<file path="src/rtl/m68k_bus_responder.sv">
// 68000 asynchronous bus target: decodes a mapped window, issues one backend request per hit,
// terminates with DTACK or BERR. Define M68K_RESP_AUTOVEC_EN to answer IACK cycles with VPA.
module m68k_bus_responder #(
  parameter logic [23:0] BASE_ADDR      = 24'hF00000,
  parameter logic [23:0] ADDR_MASK      = 24'hFF0000,
  parameter int          WAIT_STATES    = 2,
  parameter int          TIMEOUT_CYCLES = 64
) (
  input  logic        clk,
  input  logic        s0rst,
  input  logic        as_n,
  input  logic        uds_n,
  input  logic        lds_n,
  input  logic        rw,
  input  logic [2:0]  fc,
  input  logic [22:0] addr,
  input  logic [15:0] bus_din,
  output logic [15:0] bus_dout,
  output logic        bus_doe,
  output logic        dtack_oe,
  output logic        berr_oe,
  output logic        vpa_oe,
  output logic        be_req,
  output logic        be_we,
  output logic [1:0]  be_sel,
  output logic [22:0] be_adr,
  output logic [15:0] be_wdata,
  input  logic        be_ack,
  input  logic [15:0] be_rdata,
  output logic        busy
);

  typedef enum logic [2:0] {
    S_IDLE, S_DECODE, S_WAIT, S_REQ, S_ACK, S_ERR, S_TERM, S_VPA
  } state_t;

  state_t      state_q, state_d;
  logic [2:0]  sync1_q, sync2_q;
  logic [3:0]  wait_cnt_q, wait_cnt_d;
  logic [7:0]  to_cnt_q, to_cnt_d;
  logic [15:0] bus_dout_q, bus_dout_d;
  logic        bus_doe_q, bus_doe_d;
  logic        dtack_q, dtack_d;
  logic        berr_q, berr_d;
  logic        be_req_q, be_req_d;
  logic        be_we_q, be_we_d;
  logic [1:0]  be_sel_q, be_sel_d;
  logic [22:0] be_adr_q, be_adr_d;
  logic [15:0] be_wdata_q, be_wdata_d;

  logic as_s, uds_s, lds_s, ds_any, win_hit, wait_done, to_done;

  // strobes sync as {as, uds, lds}; reset value is "negated"
  always_ff @(posedge clk or posedge s0rst) begin
    if (s0rst) begin
      sync1_q <= 3'b111;
      sync2_q <= 3'b111;
    end else begin
      sync1_q <= {as_n, uds_n, lds_n};
      sync2_q <= sync1_q;
    end
  end

  assign as_s      = sync2_q[2];
  assign uds_s     = sync2_q[1];
  assign lds_s     = sync2_q[0];
  assign ds_any    = ~uds_s | ~lds_s;
  assign win_hit   = ((({addr, 1'b0}) & ADDR_MASK) == (BASE_ADDR & ADDR_MASK)) && (fc != 3'b111);
  assign wait_done = ({1'b0, wait_cnt_q} + 5'd1) >= 5'(WAIT_STATES);
  assign to_done   = to_cnt_q == 8'(TIMEOUT_CYCLES - 1);

`ifdef M68K_RESP_AUTOVEC_EN
  logic vpa_q, vpa_d;
  logic iack;
  assign iack = (fc == 3'b111) && (addr[18:15] == 4'hF);
`endif

  always_comb begin
    state_d    = state_q;
    wait_cnt_d = wait_cnt_q;
    to_cnt_d   = to_cnt_q;
    bus_dout_d = bus_dout_q;
    bus_doe_d  = bus_doe_q;
    dtack_d    = dtack_q;
    berr_d     = berr_q;
    be_req_d   = be_req_q;
    be_we_d    = be_we_q;
    be_sel_d   = be_sel_q;
    be_adr_d   = be_adr_q;
    be_wdata_d = be_wdata_q;
`ifdef M68K_RESP_AUTOVEC_EN
    vpa_d      = vpa_q;
`endif
    case (state_q)
      S_IDLE: if (!as_s) state_d = S_DECODE;
      S_DECODE: begin
        if (as_s) state_d = S_IDLE;
        else if (win_hit) begin
          // write strobes trail AS by a cycle: hold here until a DS shows up
          if (ds_any) begin
            be_adr_d   = addr;
            be_we_d    = ~rw;
            be_sel_d   = ~{uds_s, lds_s};
            if (!rw) be_wdata_d = bus_din;
            wait_cnt_d = 4'd0;
            state_d    = S_WAIT;
          end
        end
`ifdef M68K_RESP_AUTOVEC_EN
        else if (iack) begin
          if (ds_any) begin
            vpa_d   = 1'b1;
            state_d = S_VPA;
          end
        end
`endif
        else state_d = S_TERM;
      end
      S_WAIT: begin
        if (as_s) state_d = S_IDLE;
        else if (wait_done) begin
          be_req_d = 1'b1;
          to_cnt_d = 8'd0;
          state_d  = S_REQ;
        end else wait_cnt_d = wait_cnt_q + 4'd1;
      end
      S_REQ: begin
        if (as_s) begin
          be_req_d = 1'b0;
          state_d  = S_IDLE;
        end else if (be_ack) begin
          be_req_d  = 1'b0;
          if (rw) bus_dout_d = be_rdata;
          bus_doe_d = rw;
          dtack_d   = 1'b1;
          state_d   = S_ACK;
        end else if (to_done) begin
          be_req_d = 1'b0;
          berr_d   = 1'b1;
          state_d  = S_ERR;
        end else to_cnt_d = to_cnt_q + 8'd1;
      end
      S_ACK: if (as_s) begin
        dtack_d   = 1'b0;
        bus_doe_d = 1'b0;
        state_d   = S_IDLE;
      end
      S_ERR: if (as_s) begin
        berr_d  = 1'b0;
        state_d = S_IDLE;
      end
      S_TERM: if (as_s) state_d = S_IDLE;
`ifdef M68K_RESP_AUTOVEC_EN
      S_VPA: if (as_s) begin
        vpa_d   = 1'b0;
        state_d = S_IDLE;
      end
`endif
      default: state_d = S_IDLE;
    endcase
  end

  always_ff @(posedge clk or posedge s0rst) begin
    if (s0rst) begin
      state_q    <= S_IDLE;
      wait_cnt_q <= '0;
      to_cnt_q   <= '0;
      bus_dout_q <= '0;
      bus_doe_q  <= 1'b0;
      dtack_q    <= 1'b0;
      berr_q     <= 1'b0;
      be_req_q   <= 1'b0;
      be_we_q    <= 1'b0;
      be_sel_q   <= '0;
      be_adr_q   <= '0;
      be_wdata_q <= '0;
    end else begin
      state_q    <= state_d;
      wait_cnt_q <= wait_cnt_d;
      to_cnt_q   <= to_cnt_d;
      bus_dout_q <= bus_dout_d;
      bus_doe_q  <= bus_doe_d;
      dtack_q    <= dtack_d;
      berr_q     <= berr_d;
      be_req_q   <= be_req_d;
      be_we_q    <= be_we_d;
      be_sel_q   <= be_sel_d;
      be_adr_q   <= be_adr_d;
      be_wdata_q <= be_wdata_d;
    end
  end

`ifdef M68K_RESP_AUTOVEC_EN
  always_ff @(posedge clk or posedge s0rst) begin
    if (s0rst) vpa_q <= 1'b0;
    else       vpa_q <= vpa_d;
  end
  assign vpa_oe = vpa_q;
`else
  assign vpa_oe = 1'b0;
`endif

  assign bus_dout = bus_dout_q;
  assign bus_doe  = bus_doe_q;
  assign dtack_oe = dtack_q;
  assign berr_oe  = berr_q;
  assign be_req   = be_req_q;
  assign be_we    = be_we_q;
  assign be_sel   = be_sel_q;
  assign be_adr   = be_adr_q;
  assign be_wdata = be_wdata_q;
  assign busy     = (state_q != S_IDLE);

endmodule

</file>
<file path="config.mk">
export PLATFORM = sky130hd
export DESIGN_NAME = m68k_bus_responder
export DESIGN_NICKNAME = d
export VERILOG_FILES = /design/src/rtl/m68k_bus_responder.sv
export SDC_FILE = /design/constraint.sdc
export NUM_CORES = 1
export LEC_CHECK = 0
export ABC_CLOCK_PERIOD_IN_PS = 2730
export CORE_ASPECT_RATIO = 1.2
export CORE_UTILIZATION = 46
export CTS_BUF_LIST = sky130_fd_sc_hd__clkbuf_4 sky130_fd_sc_hd__clkbuf_8
export CTS_CLUSTER_SIZE = 40
export DETAILED_ROUTE_END_ITERATION = 6
export MAX_ROUTING_LAYER = met4
export PLACE_DENSITY = 0.85
export SLEW_MARGIN = 15
export SYNTH_ARGS = -nofsm -noshare
export SYNTH_HDL_FRONTEND = slang
export SYNTH_SLANG_ARGS = --single-unit
</file>
<file path="constraint.sdc">
create_clock -name clk -period 2.73 [get_ports clk]
set_input_delay 0.273 -clock clk [delete_from_list [all_inputs] [get_ports clk]]
set_output_delay 0.273 -clock clk [all_outputs]
set_load 0.02 [all_outputs]
</file>
=== After elaboration in Yosys (flattened, before gate mapping) ===
Index checks and enable logic that the tools add are counted.

* Input port bits: 65
* Bits in registers: 83
* Word-level logic and storage cells: 108

* Reductions and logical operators: 17
* $lt $le $gt $ge: 1
* Bitwise logic cells: 6
* Add/sub/neg operators: 3
* Muxes and demuxes: 40
* Eq/ne operators: 27

{| class="wikitable"
|+ Operator list
! cell !! count
|-
| $mux W8 || 5
|-
| $mux W3 || 10
|-
| $ne A2 B2 Y1 const B || 14
|-
| $mux W4 || 5
|-
| $pmux W8 S2 || 1
|-
| $reduce_and A4 Y1 || 4
|-
| $pmux W3 S5 || 1
|-
| $reduce_and A5 Y1 || 3
|-
| $mux W1 || 13
|-
| $reduce_and A6 Y1 || 2
|-
| $eq A3 B3 Y1 const B || 3
|-
| $add A8 B1 Y8 const B || 1
|-
| $eq A8 B6 Y1 const B || 1
|-
| $eq A8 B8 Y1 const B || 1
|-
| $ne A4 B4 Y1 const B || 2
|-
| $pmux W1 S2 || 4
|-
| $pmux W4 S2 || 1
|-
| $reduce_bool A2 Y1 || 4
|-
| $eq A3 B2 Y1 const B || 2
|-
| $ne A3 B3 Y1 const B || 2
|-
| $add A4 B1 Y5 const B || 1
|-
| $ge A5 B2 Y1 const B || 1
|-
| $add A4 B1 Y4 const B || 1
|-
| $not A1 Y1 || 4
|-
| 8 further kinds || 8
|}

=== Logic depth before layout (Yosys ltp) ===
Gate-level depths: netlist (run 1).

* Depth after elaboration: 6
* Gate-level depth with buffers: 8
* Depth with buffers taken out: 7

=== Least setup slack after synthesis (run 1) ===
Ideal clock, no wire load.

* Path type: input to register
* Start point: input port addr[15]
* End point: register be_wdata_q[1], in the netlist be_wdata[1]
* Path buffers: 2
* Data arrival time: 1785 ps
* Data required time: 2605 ps
* Stages on the path: 6
* Setup slack: 819 ps
* Library setup time: 125 ps
* Cell sequence: or4_4 -> nand4bb_1 -> buf_6 -> nor2_8 -> buf_12 -> mux2_4

* Longest elaborated chain between the ends: 3

{| class="wikitable"
|+ RTL lines
! what !! RTL line !! text
|-
| start: declaration || 16 || <nowiki>input logic [22:0] addr,</nowiki>
|-
| $eq A8 B8 Y1 || 68 || <nowiki>assign win_hit = ((({addr, 1'b0}) & ADDR_MASK) == (BASE_ADDR & ADDR_MASK)) && (fc != 3'b111);</nowiki>
|-
| $logic_and A1 B1 Y1 || 68 ||
|-
| $reduce_and A5 Y1 (no line) || - ||
|-
| end signal: assignment || 189 || <nowiki>be_wdata_q <= be_wdata_d;</nowiki>
|-
| end: declaration || 49 || <nowiki>logic [15:0] be_wdata_q, be_wdata_d;</nowiki>
|}

Every way passes these cells.
A chain may end at the register's enable or synchronous reset.

=== Worst setup path in the final report (run 1) ===
* Start point: register to_cnt_q[0]
* End point: register to_cnt_q[2]

* Longest elaborated chain between the ends: 5

{| class="wikitable"
|+ RTL lines
! what !! RTL line !! text
|-
| start: declaration || 40 || <nowiki>logic [7:0] to_cnt_q, to_cnt_d;</nowiki>
|-
| start signal: assignment || 180 || <nowiki>to_cnt_q <= to_cnt_d;</nowiki>
|-
| $add A8 B1 Y8 || 141 || <nowiki>end else to_cnt_d = to_cnt_q + 8'd1;</nowiki>
|-
| $mux W8 || 137 || <nowiki>end else if (to_done) begin</nowiki>
|-
| $mux W8 || 131 || <nowiki>end else if (be_ack) begin</nowiki>
|-
| $mux W8 || 128 || <nowiki>if (as_s) begin</nowiki>
|-
| $pmux W8 S2 || 94 || <nowiki>case (state_q)</nowiki>
|}

Several ways; a longest one is shown, not always the timed one. The select of a mux whose other input is x is not followed.

==> results.json, run 1 <==
{
  "mostFrequentLayoutCell": "clkdlybuf4s50_1",
  "max_stage_delay_ns": 0.51,
  "diodes": 0,
  "cp_max_fo": 16,
  "hold_depth": 1,
  "grtUsageTotal": 0.216,
  "first_iter_violations": 107,
  "cts_root_buf": "clkbuf_8",
  "fill_cells": 520,
  "final_core_util": 0.692,
  "clock_latency_ns": 0.36,
  "cts_sinks": 83,
  "antenna_found_initial": 0,
  "ys_seq_area_frac": 0.601,
  "max-cap-violations": 0,
  "reg2reg_to": "to_cnt_q[2]",
  "drtAntennaViolNets": 0,
  "grt.overflow.total": 0,
  "cts_hold_buf": 0,
  "wirelength_um": 7340,
  "synth_warnings": 0,
  "first_global_vias": 2641,
  "synth_top_cell_by_area": "dfrtp_1",
  "io_buffers": 127,
  "final_cell_mix": "127 x clkdlybuf4s50_1, 77 x dfrtp_1, 38 x mux2_2",
  "r2r_slack_ns": 0.60,
  "rows": 34,
  "h-tree-depth": 3,
  "pwr-share-clk": 0.343,
  "fp.dieW_um": 81.2,
  "worstPathArrival_ns": 2.41,
  "setup_viol": 0,
  "fmax_ghz": 0.468,
  "grt_setup_unrepaired": "false",
  "drive_gt1_frac": 0.217,
  "hold_path_end": "sync1_q[0]",
  "syn_area_per_cell_um2": 13.5,
  "finalCritPeriodShare": 0.782,
  "synthCells": 256,
  "slew_headroom": 0.569,
  "rr_worst_depth": 6,
  "p_per_area_nw_per_um2": 542,
  "max_slew.worst_pin.slew_ns": 0.646,
  "cts_tree": "done",
  "dp_hpwl_um": 5380,
  "critPathLaunch": "to_cnt_q[0]",
  "synth_nets": 324,
  "fp.coreArea_um2": 7270,
  "die_area_um2": 7890,
  "fin_nets": 455,
  "hold_viol": 0,
  "cpMaxStageDelayCell": "o221ai_2",
  "slew_viol_final": 0,
  "worstSetupPathType": "reg -> reg",
  "pwr-share-seq": 0.499,
  "hold_start": "lds_n",
  "hold_class": "in -> reg",
  "syn-cell-area_um2": 3470,
  "numCtsBuffers": 9,
  "start_util": 0.476,
  "critPathCaptureType": "register",
  "yosysUniqueCellTypes": 49,
  "syn2layout_area_growth_pct": 45.2,
  "synth_seq_cells": 83,
  "p_int_w": 0.00205,
  "dpl_worst_slack_ns": 0.267,
  "worstReg2RegStart": "to_cnt_q[0]",
  "num_vias": 2487,
  "grt_max_degree": 38,
  "tns_ns": 0,
  "sw_frac_of_total": 0.247,
  "synth_edf_count": 0,
  "peakVddDrop_mv": 0.475,
  "crit_chain": "ha_1 > nand3_1 > o41a_1 > o221ai_2 > o21ai_0 > a21boi_0",
  "post-cts-setup-buffers": 0,
  "synth_top_area_frac": 0.556,
  "die_y_um": 97.1,
  "outcome": "finished, final reports clean",
  "worst_slack_ns": 0.595,
  "grt_pass1_wl_um": 12400,
  "p_sw_w": 0.000674,
  "synth_flop_cell": "dfrtp_1",
  "drt_pass1_iterations": 4,
  "postCtsResizedCells": 0,
  "viasPerCell": 5.16,
  "p_leak_nw": 2.25,
  "startpoint_type": "register",
  "synthArstFlopShare": 1.00,
  "wl_per_cell_um": 15.2,
  "power_frac_comb": 0.158,
  "fin_skew_ns": 0.00681,
  "hold_slack_ns": 0.322,
  "clkSlewWorstSetupHoldPaths_ns": 0.08,
  "min_period_ns": 2.13,
  "gp_congestion": 0.818,
  "drc": 0,
  "io_pins": 129,
  "yosys-top-cells-area": "dfrtp_1 56%, mux2_2 12%, dfstp_2 4.5%",
  "required_ns": 3.01,
  "clk_path_buf_depth": 2
}
registers in the layout (all words and copies together) (netlist names):
| name | flops |
|---|---|
| be_we | 1 |
| be_wdata | 16 |
| be_adr | 23 |
| be_sel | 2 |
| wait_cnt_q | 4 |
| sync2_q | 3 |
| bus_doe | 1 |
| to_cnt_q | 8 |
| state_q | 3 |
| be_req | 1 |
| bus_dout | 16 |
| dtack_oe | 1 |
| berr_oe | 1 |
| sync1_q | 3 |
cells in the mapped netlist, types with 2 or more instances:
master	number
o21ai_0	12
mux2_2	38
a31oi_1	3
nand3_1	4
or4_1	3
buf_4	3
or2_2	2
ha_1	3
mux2_4	9
nor2_1	6
and2_1	5
nand2_1	15
clkbuf_1	4
a21oi_1	2
inv_1	7
buf_6	2
nand4_1	3
o31ai_1	3
a21boi_1	3
or3_1	5
nor4_1	5
nand2b_1	7
a21boi_0	3
dfrtp_1	77
dfstp_2	6
nor2b_1	3
metrics by stage:
step           cell area, µm²  std cells  total power [W]
6_report                 5030        482          0.00273
5_1_grt                  5030        482          0.00285
4_1_cts                  5030        482          0.00276
3_5_place_dp             4810        466          0.00182
3_3_place_gp             4810        466          0.00180
2_1_floorplan            3470        256          0.00157
layer usage:
metal	share of wire	global-route usage	vias up
li1	-	-	1168
met1	0.39	0.252	1228
met2	0.52	0.331	74
met3	0.064	0.0620	17
met4	0.026	0.117	0
met5	0	-	-
cells by family after synthesis:
group	synth area share
AOI/OAI and AO/OA	0.0704
other	0.00108
buffers and inverters	0.0332
adders and majority gates	0.0108
and+or+nand+nor	0.118
DFF	0.601
muxes	0.165
critical path: cells and delay by family (launching register included):
kind / cells / cell delay (ns)
AND/OR/NAND/NOR: 1 / 0.17
flip-flops: 1 / 0.39
adder cells (fa/ha/maj): 1 / 0.18
AO/OA/AOI/OAI: 4 / 1.31
power groups by stage:
stage	clock network [W]	registers, W	logic, W
floorplan	0	0.00143	0.000134
global placement	0	0.00138	0.000425
detailed placement	0	0.00138	0.000434
CTS	0.000967	0.00136	0.000437
global route	0.00101	0.00137	0.000467
finish	0.000936	0.00136	0.000430
final cells by class:
| class | instances | area (µm²) | area share |
|---|---|---|---|
| flip-flops and latches | 83 | 2080 | 0.414 |
| repair buffers | 131 | 1310 | 0.261 |
| multi-input cells | 154 | 1270 | 0.253 |
| clock buffers | 13 | 173 | 0.0343 |
| well taps | 90 | 113 | 0.0224 |
| clock inverters | 3 | 45.0 | 0.00895 |
| inverters | 8 | 31.3 | 0.00622 |
how the worst max path moves through the flow:
| stage | endpoint | cells after the start |
|---|---|---|
| 2_1_floorplan | be_adr[0] | 1 |
| 3_3_place_gp | be_wdata[15] | 5 |
| 3_5_place_dp | be_wdata[0] | 5 |
| 4_1_cts | busy | 2 |
| 5_1_grt | be_wdata[0] | 5 |
| 6_report | to_cnt_q[2] | 6 |
(Power assumes the default switching activity.)
==> run 2, diff against run 1 <==
ABC_CLOCK_PERIOD_IN_PS = 1700   (was 2730)
CORE_UTILIZATION = 41   (was 46)
PLACE_DENSITY = 0.8   (was 0.85)
clock period = 1.7 ns   (was 2.73 ns; I/O delays follow)
==> run 2 against run 1 <==
  * The run now ends with setup timing left
  * Combinational power is 110% higher
  * Clock power grew 56%
  * Sequential power is 60% higher
  * Non-clock buffer count grew 44
  * Highest routed layer unchanged
==> results.json, run 2 (synthesis gave the netlist of run 1 again) <==
{
  "clk_path_buf_depth": 2,
  "drtAntennaViolNets": 0,
  "dpl_worst_slack_ns": -0.576,
  "hold_class": "in -> async",
  "fin_nets": 499,
  "final_cell_mix": "123 x clkdlybuf4s50_1, 75 x dfrtp_1, 32 x buf_4",
  "startpoint_type": "register",
  "hold_viol": 0,
  "first_iter_violations": 153,
  "r2r_slack_ns": -0.16,
  "critPathCaptureType": "register",
  "cts_sinks": 83,
  "topRoutingLayerUsed": "met4",
  "wl_per_cell_um": 16.1,
  "syn2layout_area_growth_pct": 65.7,
  "first_global_vias": 2841,
  "start_util": 0.425,
  "fmax_ghz": 0.538,
  "io_pins": 129,
  "post_dp_cell_area_um2": 5190,
  "outcome": "finished, violations left",
  "grt.overflow.total": 0,
  "drc": 0,
  "drt_pass1_iterations": 4,
  "fp.coreArea_um2": 8150,
  "finalCritPeriodShare": 1.09,
  "cts_tree": "done",
  "failed_checks": "setup timing",
  "p_leak_nw": 2.56,
  "worstPathArrival_ns": 2.10,
  "worstSetupPathType": "reg -> reg",
  "max_slew.worst_pin.slew_ns": 0.528,
  "dp_hpwl_um": 5870,
  "setup_viol": 46,
  "slew_viol_final": 0,
  "grt_setup_unrepaired": "true",
  "num_vias": 2714,
  "min_period_ns": 1.86,
  "antenna_found_initial": 0,
  "dr_wl_met3_um": 507,
  "grtUsageTotal": 0.215,
  "peakVddDrop_mv": 0.529,
  "numCtsBuffers": 9,
  "worst_slack_ns": -0.159,
  "grt_max_degree": 37,
  "slew_headroom": 0.644,
  "clock_latency_ns": 0.36,
  "h-tree-depth": 3,
  "fin_area_um2": 5740,
  "rows": 36,
  "fp.dieW_um": 85.9,
  "final_core_util": 0.705,
  "largest_register_ffs": 23,
  "reg2reg_to": "bus_dout[0]",
  "critPathLaunch": "state_q[2]",
  "die_y_um": 103,
  "p_per_area_nw_per_um2": 787,
  "cts_hold_buf": 0,
  "mostFrequentLayoutCell": "clkdlybuf4s50_1",
  "worstReg2RegStart": "state_q[2]",
  "fin_skew_ns": 0.0105,
  "cp_max_fo": 17,
  "clkSlewWorstSetupHoldPaths_ns": 0.09,
  "gp_congestion": 0.847,
  "viasPerCell": 4.93,
  "power_w": 0.00452,
  "io_buffers": 127,
  "cts_root_buf": "clkbuf_8",
  "die_area_um2": 8830,
  "drive_gt1_frac": 0.356,
  "diodes": 0,
  "grt_pass1_wl_um": 14000,
  "wl_met2_um": 4590,
  "met1_length_um": 3600,
  "max-cap-violations": 0,
  "required_ns": 1.94,
  "rr_worst_depth": 6,
  "wirelength_um": 8850,
  "crit_end": "bus_dout[0]"
}
run 2: changes by cell type in the layout (fill, tap and decap cells not counted), moves of 4 or more:
cell	change
clkdlybuf4s50_1	-4
o21ai_1	+4
nor4_4	+4
mux2_4	+17
mux2_2	-17
nor4_1	-4
buf_6	+10
o21ai_0	-4
buf_4	+29
run 2: layer usage:
metal | GRT usage | vias to the layer above
li1 | - | 1258
met1 | 0.255 | 1350
met2 | 0.352 | 92
met3 | 0.0624 | 14
met4 | 0.0744 | 0
met5 | - | -
run 2: area by class of cell:
type / instances / area, µm²
Clock buffer: 11 / 139
Clock inverter: 5 / 60.1
Fill cell: 571 / 2410
Inverter: 8 / 33.8
Multi-Input combinational cell: 154 / 1530
Sequential cell: 83 / 2090
Tap cell: 114 / 143
Timing Repair Buffer: 175 / 1750
run 2: worst min-delay path by stage:
| stage | slack [ns] | from | cells past startpoint | to |
|---|---|---|---|---|
| after floorplan | 0.17 | lds_n | 0 | sync1_q[0] |
| after global placement | 0.35 | sync1_q[2] | 0 | sync2_q[2] |
| after detailed placement | 0.35 | sync1_q[1] | 0 | sync2_q[1] |
| after CTS | 0.17 | s0rst | 2 | be_adr[16] |
| after global routing | 0.18 | s0rst | 2 | be_adr[16] |
| final | 0.16 | s0rst | 2 | be_adr[16] |
run 2: repair_timing:
item                                    in CTS  in global routing
endpoints found under the setup margin      70                 63
cloned                                       2                  0
gates resized for setup                     45                 20
setup buffers                                5                  3
pin swaps                                   14                  8
run 2: metrics by stage:
step	instances	TNS [ns]	hold slack, ns
floorplan	256	-1.59	0.174
global placement	524	-25.34	0.346
detailed placement	524	-26.26	0.347
CTS	547	-2.83	0.171
global route	550	-8.38	0.181
finish	550	-4.17	0.162
run 2: worst max-delay path, cell delays in order (launching register included):
cell and delay [ns]:
dfrtp_1 0.43, buf_6 0.16, buf_6 0.12, or2_4 0.28, nor4_4 0.19, buf_12 0.22, mux2_2 0.34
run 2: power breakdown:
group          internal [W]  total [W]  switching [W]
clock network      0.000721    0.00146       0.000738
registers           0.00209    0.00217      0.0000774
logic              0.000499   0.000892       0.000393
==> run 3, diff against run 2 <==
MAX_ROUTING_LAYER = not set   (was met4)
==> run 3 against run 2 <==
  * The run still ends with setup timing left
  * First-iteration DRC count is 12% higher
  * Sequential cell count unchanged
  * Worst setup slack gained 0.0054 ns
  * Largest power group unchanged
==> results.json, run 3 (synthesis gave the netlist of run 1 again) <==
{
  "diodes": 0,
  "drive_gt1_frac": 0.356,
  "rows": 36,
  "crit_end": "to_cnt_q[3]",
  "hold_viol": 0,
  "hold_class": "in -> async",
  "start_util": 0.425,
  "reg2reg_to": "to_cnt_q[3]",
  "grt_max_degree": 37,
  "largest_register_ffs": 23,
  "min_period_ns": 1.85,
  "worst_slack_ns": -0.153,
  "worstPathArrival_ns": 2.13,
  "max-cap-violations": 0,
  "clock_latency_ns": 0.35,
  "slew_viol_final": 0,
  "r2r_slack_ns": -0.15,
  "cts_sinks": 83,
  "finalCritPeriodShare": 1.09,
  "failed_checks": "setup timing",
  "first_iter_violations": 171,
  "worstReg2RegStart": "state_q[1]",
  "grtUsageTotal": 0.208,
  "drtAntennaViolNets": 0,
  "num_vias": 2745,
  "fin_area_um2": 5750,
  "gp_congestion": 0.834,
  "die_area_um2": 8830,
  "hold_slack_ns": 0.166,
  "max_stage_delay_ns": 0.44,
  "io_pins": 129,
  "wl_per_cell_um": 16.1,
  "die_y_um": 103,
  "fp.coreArea_um2": 8150,
  "post_dp_cell_area_um2": 5190,
  "setup_viol": 46,
  "power_w": 0.00451,
  "outcome": "finished, violations left",
  "fin_nets": 499,
  "fin_skew_ns": 0.00934,
  "worstSetupPathType": "reg -> reg",
  "final_cell_mix": "123 x clkdlybuf4s50_1, 75 x dfrtp_1, 32 x buf_4",
  "grt.overflow.total": 0,
  "syn2layout_area_growth_pct": 65.9,
  "dp_hpwl_um": 5870,
  "drc": 0,
  "final_core_util": 0.705,
  "cp_max_fo": 8,
  "startpoint_type": "register",
  "viasPerCell": 4.99,
  "peakVddDrop_mv": 0.534,
  "cts_tree": "done",
  "slew_headroom": 0.640,
  "first_global_vias": 2853,
  "h-tree-depth": 3,
  "mostFrequentLayoutCell": "clkdlybuf4s50_1",
  "tns_ns": -3.94,
  "rr_worst_depth": 7,
  "required_ns": 1.98,
  "grt_pass1_wl_um": 14000,
  "critPathLaunch": "state_q[1]",
  "max_slew.worst_pin.slew_ns": 0.534,
  "fmax_ghz": 0.540,
  "antenna_found_initial": 0,
  "p_leak_nw": 2.57,
  "p_per_area_nw_per_um2": 785,
  "critPathCaptureType": "register",
  "crit_chain": "buf_6 > inv_2 > nor3_4 > o221ai_4 > buf_6 > or3_4 > a21boi_2",
  "io_buffers": 127,
  "crit_top_cell": "buf_6",
  "fp.dieW_um": 85.9,
  "cpMaxStageDelayCell": "dfrtp_2",
  "numCtsBuffers": 9,
  "clk_path_buf_depth": 2,
  "clkSlewWorstSetupHoldPaths_ns": 0.09,
  "wirelength_um": 8870,
  "drt_pass1_iterations": 4,
  "cts_root_buf": "clkbuf_8",
  "grt_setup_unrepaired": "true"
}
==> run 3: cell types whose count changed in the layout (fill, tap and decap cells not counted) <==
cell	change
nand2_2	-1
nand2_4	+1
==> run 3: worst min path at each step <==
stage               start          to  slack, ns  cells past startpoint
2_1_floorplan       lds_n  sync1_q[0]       0.17                      0
6_report            s0rst  be_adr[16]       0.17                      2
4_1_cts             s0rst  be_adr[16]       0.17                      2
3_3_place_gp   sync1_q[2]  sync2_q[2]       0.35                      0
5_1_grt             s0rst  be_adr[16]       0.19                      2
3_5_place_dp   sync1_q[1]  sync2_q[1]       0.35                      0
==> run 3: what timing repair did <==
action	4_1_cts	5_1_grt
setup endpoints to repair	70	63
pin swaps	14	8
gates resized for setup	45	21
hold endpoints to repair	0	0
buffers inserted	5	3
hold buffers	0	0
gates cloned	2	0
==> run 3: power breakdown <==
part           internal [W]  switching [W]  total [W]  leakage, nW
Combinational      0.000499       0.000395   0.000894         1.35
Sequential          0.00209      0.0000749    0.00217         1.11
Clock              0.000721       0.000733    0.00145        0.101
Total               0.00331        0.00120    0.00451         2.57
==> run 3: layer usage <==
metal | part of all wire | global-route usage | vias up
met5 | 0 | 0 | -
met4 | 0.025 | 0.0885 | 0
met3 | 0.062 | 0.0592 | 20
met2 | 0.52 | 0.351 | 105
met1 | 0.39 | 0.249 | 1367
li1 | - | - | 1253
==> run 3: critical path, delay by kind of cell (launching register included) <==
family	cells	cell delay, ns
flip-flops	1	0.44
AO/OA/AOI/OAI	2	0.33
AND/OR/NAND/NOR	2	0.61
buffers and inverters	3	0.41
==> run 3: stage by stage <==
| step | std cells | worst slack [ns] |
|---|---|---|
| finish | 550 | -0.153 |
| global route | 550 | -0.249 |
| CTS | 547 | -0.152 |
| detailed placement | 524 | -0.576 |
| global placement | 524 | -0.554 |
| floorplan | 256 | -0.108 |
==> run 3: cell type report <==
class                      count  area, µm²
tap                          114        143
fill                         566       2400
clock inverter                 5       60.1
timing repair buffer         175       1750
inverter                       8       33.8
sequential                    83       2090
multi-input combinational    154       1540
clock buffer                  11        139
